File: src/rtl/inst_fetch_queue.sv
// Fetch stage: issues instruction-pair reads for the current PC and buffers the returned
// pairs, with their PCs, in a small FIFO that feeds decode over valid/ready.
module inst_fetch_queue #(
  parameter int unsigned DEPTH = 4,
  parameter int unsigned IW    = 32,
  parameter int unsigned AW    = 8
) (
  input  logic                     clk,
  input  logic                     res,
  input  logic [AW-1:0]            pc_in,
  output logic                     pc_stall,
  input  logic                     flush,
  output logic                     imem_req,
  output logic [AW-1:0]            imem_addr,
  input  logic [2*IW-1:0]          imem_rdata,
  output logic                     dec_valid,
  input  logic                     dec_ready,
  output logic [IW-1:0]            dec_inst0,
  output logic [IW-1:0]            dec_inst1,
  output logic [AW-1:0]            dec_pc,
  output logic [$clog2(DEPTH):0]   q_count
);

  localparam int unsigned PW = $clog2(DEPTH);

  logic [2*IW-1:0] data_q [DEPTH];
  logic [AW-1:0]   pcs_q  [DEPTH];
  logic [PW-1:0]   wr_ptr;
  logic [PW-1:0]   rd_ptr;
  logic            s1_valid;
  logic [AW-1:0]   s1_pc;
  logic            push;
  logic            pop;
  logic [PW+1:0]   occupancy;
  logic [2*IW-1:0] head_data;

  always_comb begin
    // Count the in-flight read so a returning pair always has a free slot.
    occupancy = {1'b0, q_count} + {{(PW + 1){1'b0}}, s1_valid};
    pc_stall  = ~flush & (occupancy >= (PW + 2)'(DEPTH));
    imem_req  = res & ~flush & ~pc_stall;
    imem_addr = pc_in;
    dec_valid = (q_count != '0);
    push      = s1_valid & ~flush;
    pop       = dec_valid & dec_ready & ~flush;
    head_data = data_q[rd_ptr];
    dec_inst0 = dec_valid ? head_data[IW-1:0]    : '0;
    dec_inst1 = dec_valid ? head_data[2*IW-1:IW] : '0;
    dec_pc    = dec_valid ? pcs_q[rd_ptr]        : '0;
  end

  always_ff @(posedge clk or negedge res) begin
    if (!res) begin
      wr_ptr   <= '0;
      rd_ptr   <= '0;
      q_count  <= '0;
      s1_valid <= 1'b0;
      s1_pc    <= '0;
    end else begin
      s1_valid <= imem_req;
      if (imem_req) begin
        s1_pc <= pc_in;
      end
      if (flush) begin
        wr_ptr  <= '0;
        rd_ptr  <= '0;
        q_count <= '0;
      end else begin
        if (push) begin
          wr_ptr <= wr_ptr + 1'b1;
        end
        if (pop) begin
          rd_ptr <= rd_ptr + 1'b1;
        end
        if (push && !pop) begin
          q_count <= q_count + 1'b1;
        end else if (!push && pop) begin
          q_count <= q_count - 1'b1;
        end
      end
    end
  end

  // Storage needs no reset: entries are only observed when counted as valid.
  always_ff @(posedge clk) begin
    if (push) begin
      data_q[wr_ptr] <= imem_rdata;
      pcs_q[wr_ptr]  <= s1_pc;
    end
  end

endmodule
File: config.mk
export PLATFORM = sky130hd
export DESIGN_NAME = inst_fetch_queue
export DESIGN_NICKNAME = d
export VERILOG_FILES = /design/src/rtl/inst_fetch_queue.sv
export SDC_FILE = /design/constraint.sdc
export NUM_CORES = 1
export LEC_CHECK = 0
export CORE_MARGIN = 5
export CORE_UTILIZATION = 45
export CTS_CLUSTER_DIAMETER = 100
export DETAILED_ROUTE_END_ITERATION = 10
export DONT_BUFFER_PORTS = 1
export HOLD_SLACK_MARGIN = 0.12
export PLACE_DENSITY = 0.59
export RECOVER_POWER = 50
export SYNTH_ARGS = -nofsm -noshare
export SYNTH_HDL_FRONTEND = slang
export SYNTH_SLANG_ARGS = --single-unit
File: constraint.sdc
create_clock -name clk -period 3.2 [get_ports clk]
set_clock_uncertainty 0.2 [all_clocks]
set_input_delay 0.8 -clock clk [delete_from_list [all_inputs] [get_ports clk]]
set_output_delay 0.8 -clock clk [all_outputs]
set_load 0.05 [all_outputs]
-- Word level (Yosys, flattened, before mapping)
Memories as Yosys holds them, arrays and structs flattened.
Index checks and enable logic that the tools add are counted.
- flip-flop bits (word level): 16
- memory bits (writable): 288
- output and inout bits: 86
- word-level logic and storage cells: 41
- memories: 2
- memories (memory ; words ; bits a word ; read ports ; clocked after memory_dff ; wr ports ; line ; text):
    data_q ; 4 ; 64 ; 1 ; 0 ; 1 ; 26 ; logic [2*IW-1:0] data_q [DEPTH];
    pcs_q ; 4 ; 8 ; 1 ; 0 ; 1 ; 27 ; logic [AW-1:0] pcs_q [DEPTH];
- $add $sub $neg: 5
- order comparisons: 1
- multiplexer cells: 12
- bitwise logic cells: 8
- reduce and logical (&&, ||, !) cells: 8
- operators by type and width (cell ; count):
    $mux W32 ; 2
    $mux W3 ; 3
    $mux W2 ; 4
    $mux W8 ; 1
    $and A1 B1 Y1 ; 6
    $reduce_bool A3 Y1 ; 2
    $add A2 B1 Y2 const B ; 2
    $add A3 B1 Y4 ; 1
    $ge A4 B3 Y1 const B ; 1
    $reduce_bool A2 Y1 ; 2
    $add A3 B1 Y3 const B ; 1
    $sub A3 B1 Y3 const B ; 1
    $logic_and A1 B1 Y1 ; 2
    $logic_not A1 Y1 ; 2
    $mux W1 ; 2
    $not A1 Y1 ; 2

-- Depth between registers and ports, before layout
- depth in word-level cells: 7
- depth in mapped cells: 7
- depth with buffers taken out: 6

-- Worst setup path before layout
No wires, ideal clock.
- kind: input port to flip-flop
- from: input flush
- to: memory data_q[1][0] (netlist name), enable pin
- arrival time: 2936 ps
- data required time: 2562 ps
- path slack: -374 ps
- stages on the path: 3
- buffers on the path: 1
- path through: clkbuf_1 -> nor2b_1 -> and2_1
- longest elaborated chain between the ends: 4
- RTL lines (item ; line ; text):
    start, declared ; 12 ; input logic flush,
    $not A1 Y1 ; 44 ; push = s1_valid & ~flush;
    $and A1 B1 Y1 ; 44 ;
    $mux W1 ; 86 ; if (push) begin
    $mux W1 (implied by the code) ; 87 ; data_q[wr_ptr] <= imem_rdata;
    end, declared ; 26 ;
No other way between the ends.

-- Final worst setup path
- from: register rd_ptr[0]
- to: output dec_inst0[7]
- longest elaborated chain between the ends: 2
- RTL lines (item ; line ; text):
    start, declared ; 29 ; logic [PW-1:0] rd_ptr;
    start signal, assigned ; 73 ; rd_ptr <= rd_ptr + 1'b1;
    $mem_v2 Z4 W64 ; -- ;
    $mux W32 ; 47 ; dec_inst0 = dec_valid ? head_data[IW-1:0] : '0;
    end, declared ; 18 ; output logic [IW-1:0] dec_inst0,
No other way between the ends.

==> results.yml <==
routing:
  drtPass1Iterations: 6
  ant_nets: 0
  drt_wl_total_mm: 23.7
  drc: 0
  vias: 5447
  wl_per_cell_um: 23.6
  vias_per_cell: 5.43
  drtIter0Drc: 304
critical_path:
  cp-start-kind: "flip-flop"
  r2r_cells: 5
  critPathMaxStageDelay_ps: 500
  worstPathArrival_ps: 2150
  critPathKind: "flip-flop to primary output"
  cp_slowest_cell: "mux4_2"
  cp-end-kind: "primary output"
  r2r_end: "data_q[3][41]"
  path_cells: "buf_4, clkbuf_16, mux4_2, and2_4, buf_12"
  rrSetupSlack_ps: 230
  reg2reg_from: "s1_valid"
  cp_top_family: "multiplexers"
  crit_buf_inv: 3
  critPathRequiredTime_ps: 2200
  crit_fanout: 5
pwr:
  p_seq_share_pct: 38.8
  vdd_drop_max_uv: 697
  pwr-share-comb_pct: 33.3
  leakage_nw: 4.80
  p_sw_mw: 3.72
  p_int_mw: 8.10
  p_clk_share_pct: 27.8
  power.density_mw_per_mm2: 811
  switching_share_pct: 31.5
cells_and_area:
  final_cell_area_mm2: 0.0146
  drive_gt1_share_pct: 39.3
  syn_to_final_growth_pct: 23.7
  n_antenna_cell: 0
  nets: 726
  final_util_pct: 56.3
clock_tree:
  htreeDepth: 1
  clkSinkCount: 304
  cts_root_buf: "clkbuf_16"
  clockBufferDepth: 3
  tritoncts: "yes"
  clk_latency_ps: 540
  cts_made_buffers: 31
  clk_pin_slew_worst_paths_ps: 60
synthesis:
  synth_simple_gate_area_share_pct: 4.91
  synth.mux.area_fraction_pct: 14.6
  synth_nets: 620
  ys_seq_area_share_pct: 76.7
  synth_area_per_cell_um2: 21.9
  synth_compound_area_share_pct: 0.637
  synthesis.area_mm2: 0.0118
  yosysUniqueCellTypes: 35
  synth_flop_cell: "edfxtp_1"
  yosysTopAreaCell: "edfxtp_1"
  synth_top_area_share_pct: 73.4
  ys_ff_latch: 304
  postSynth.asyncResetShare_pct: 5.26
  ys_warn_count: 0
  synthAdderAreaFrac_pct: 0.594
  synth_top_family_by_area: "multiplexers"
  synth_xor_area_share_pct: 0.371
  synth.most_common_cell: "edfxtp_1"
  synth_cells: 539
  synth_common_cells: "288 x edfxtp_1, 77 x and2_1, 72 x mux4_2"
  synth_edf_count: 288
  synth_area_leaders: "edfxtp_1 73%, mux4_2 14%, and2_1 4.1%"
timing:
  timing.fmax_ghz: 0.317
  setup_viol: 0
  setup_tns_ps: 0
  timing.slew.headroom_pct: 18.2
  period_share_pct: 98.4
  hold_viol: 0
  rsz0062_at_grt: "yes"
  finalCriticalPeriod_ps: 3150
  final-max-slew-violation-count: 0
  worst_slew_pin_slew_ps: 1230
min_path:
  min_from: "imem_rdata[29]"
  whs_endpoint: "data_q[2][29]"
  hold_depth: 0
  holdCritPathClass: "input port to flip-flop"
flow_run:
  maxCapViolCount: 0
place:
  placed_area_mm2: 0.0128
  gp_congestion: 0.748
  port_buffers: 0
  dp_hpwl_mm: 12.8
grt:
  grt_overflow: 0
  grt_pass1_vias: 5871
  grtUsageTotal_pct: 15.3
  grt_max_degree: 47
  grt_first_pass_wirelength_mm: 34.5
  antenna_found_initial: 0
floorplan:
  num_rows: 59
  die_w_um: 172
  io_pins: 162
  die_y_um: 172
  floorplan.initialDensity_pct: 45.5
  die_area_mm2: 0.0295
  fp.coreArea_mm2: 0.0259
status:
  outcome: "complete, no violations"
==> logic make-up (layout without fill, tap and decap cells) <==
kind of cell             after synthesis  in the layout
buffers and inverters                 41            171
multiplexers                          81             81
AO/OA/AOI/OAI                         10             10
AND/OR/NAND/NOR                       93             93
flip-flops                           304            304
XOR/XNOR                               5              5
adder cells (fa/ha/maj)                5              5
==> flip-flops by register name, summed over array words and instances, names as in the netlist <==
name and cells:
rd_ptr 2, pcs_q 32, s1_pc 8, q_count 3, wr_ptr 2, s1_valid 1, data_q 256
==> power groups by stage <==
stage / sequential, mW / clock [mW] / combinational (mW)
2_1_floorplan: 4.68 / 0 / 2.40
3_3_place_gp: 4.66 / 0 / 3.32
3_5_place_dp: 4.67 / 0 / 3.33
4_1_cts: 4.59 / 3.39 / 3.60
5_1_grt: 4.60 / 3.57 / 4.13
6_report: 4.59 / 3.29 / 3.94
==> metal layers <==
metal / track usage, % / up-vias / part of all wire (%)
met5: 0 / - / 0
met4: 3.14 / 0 / 1.4
met3: 4.50 / 33 / 7.6
met2: 25.1 / 163 / 48
met1: 20.7 / 2872 / 43
li1: - / 2379 / -
==> what timing repair did <==
action                                  in CTS  in global routing
gates cloned                                 0                  7
setup buffers                                0                 12
endpoints found under the hold margin       96                 10
endpoints found under the setup margin      72                 67
hold buffers                                35                  4
gates resized for setup                     65                 54
==> cells in the final DEF (no fill, tap or decap), types with 4 or more instances in the layout <==
cell type      synthesis  layout
dfrtp_1               16      14
buf_4                  9      19
clkbuf_1              10      13
inv_1                  5       5
buf_12                 0      35
mux4_2                72      72
mux2_1                 8       8
and2_2                 0       4
edfxtp_1             288     288
clkbuf_16              0      35
and2_4                 0      71
buf_6                  7       5
nor2_1                 5       5
clkinv_2               0       8
ha_1                   4       4
dlygate4sd3_1          0      39
==> layout make-up <==
| class | count | area [um^2] |
|---|---|---|
| fillers | 1949 | 11300 |
| clock buffers | 43 | 841 |
| inverters | 6 | 22.5 |
| multi-input cells | 194 | 2670 |
| well taps | 335 | 419 |
| flip-flops and latches | 304 | 9060 |
| repair buffers | 108 | 1470 |
| clock inverters | 14 | 100 |
==> through the flow <==
step	std cells	setup WS (ps)	total power, mW	hold WS (ps)
6_report	1004	49.8	11.8	155
5_1_grt	1004	-34.6	12.3	121
4_1_cts	981	-87.9	11.6	120
3_5_place_dp	889	480	8.00	305
3_3_place_gp	889	492	7.98	293
2_1_floorplan	539	25.6	7.07	272
==> worst max path at each step <==
stage	startpoint	endpoint	slack, ps	cells after the start
after global routing	rd_ptr[0]	dec_pc[6]	-30	5
after CTS	rd_ptr[0]	dec_inst1[12]	-90	3
after detailed placement	rd_ptr[0]	dec_inst1[16]	480	3
after global placement	rd_ptr[0]	dec_inst1[16]	490	3
after floorplan	q_count[2]	dec_inst1[29]	30	5
final	rd_ptr[0]	dec_inst0[7]	50	5
(Power assumes the default switching activity.)
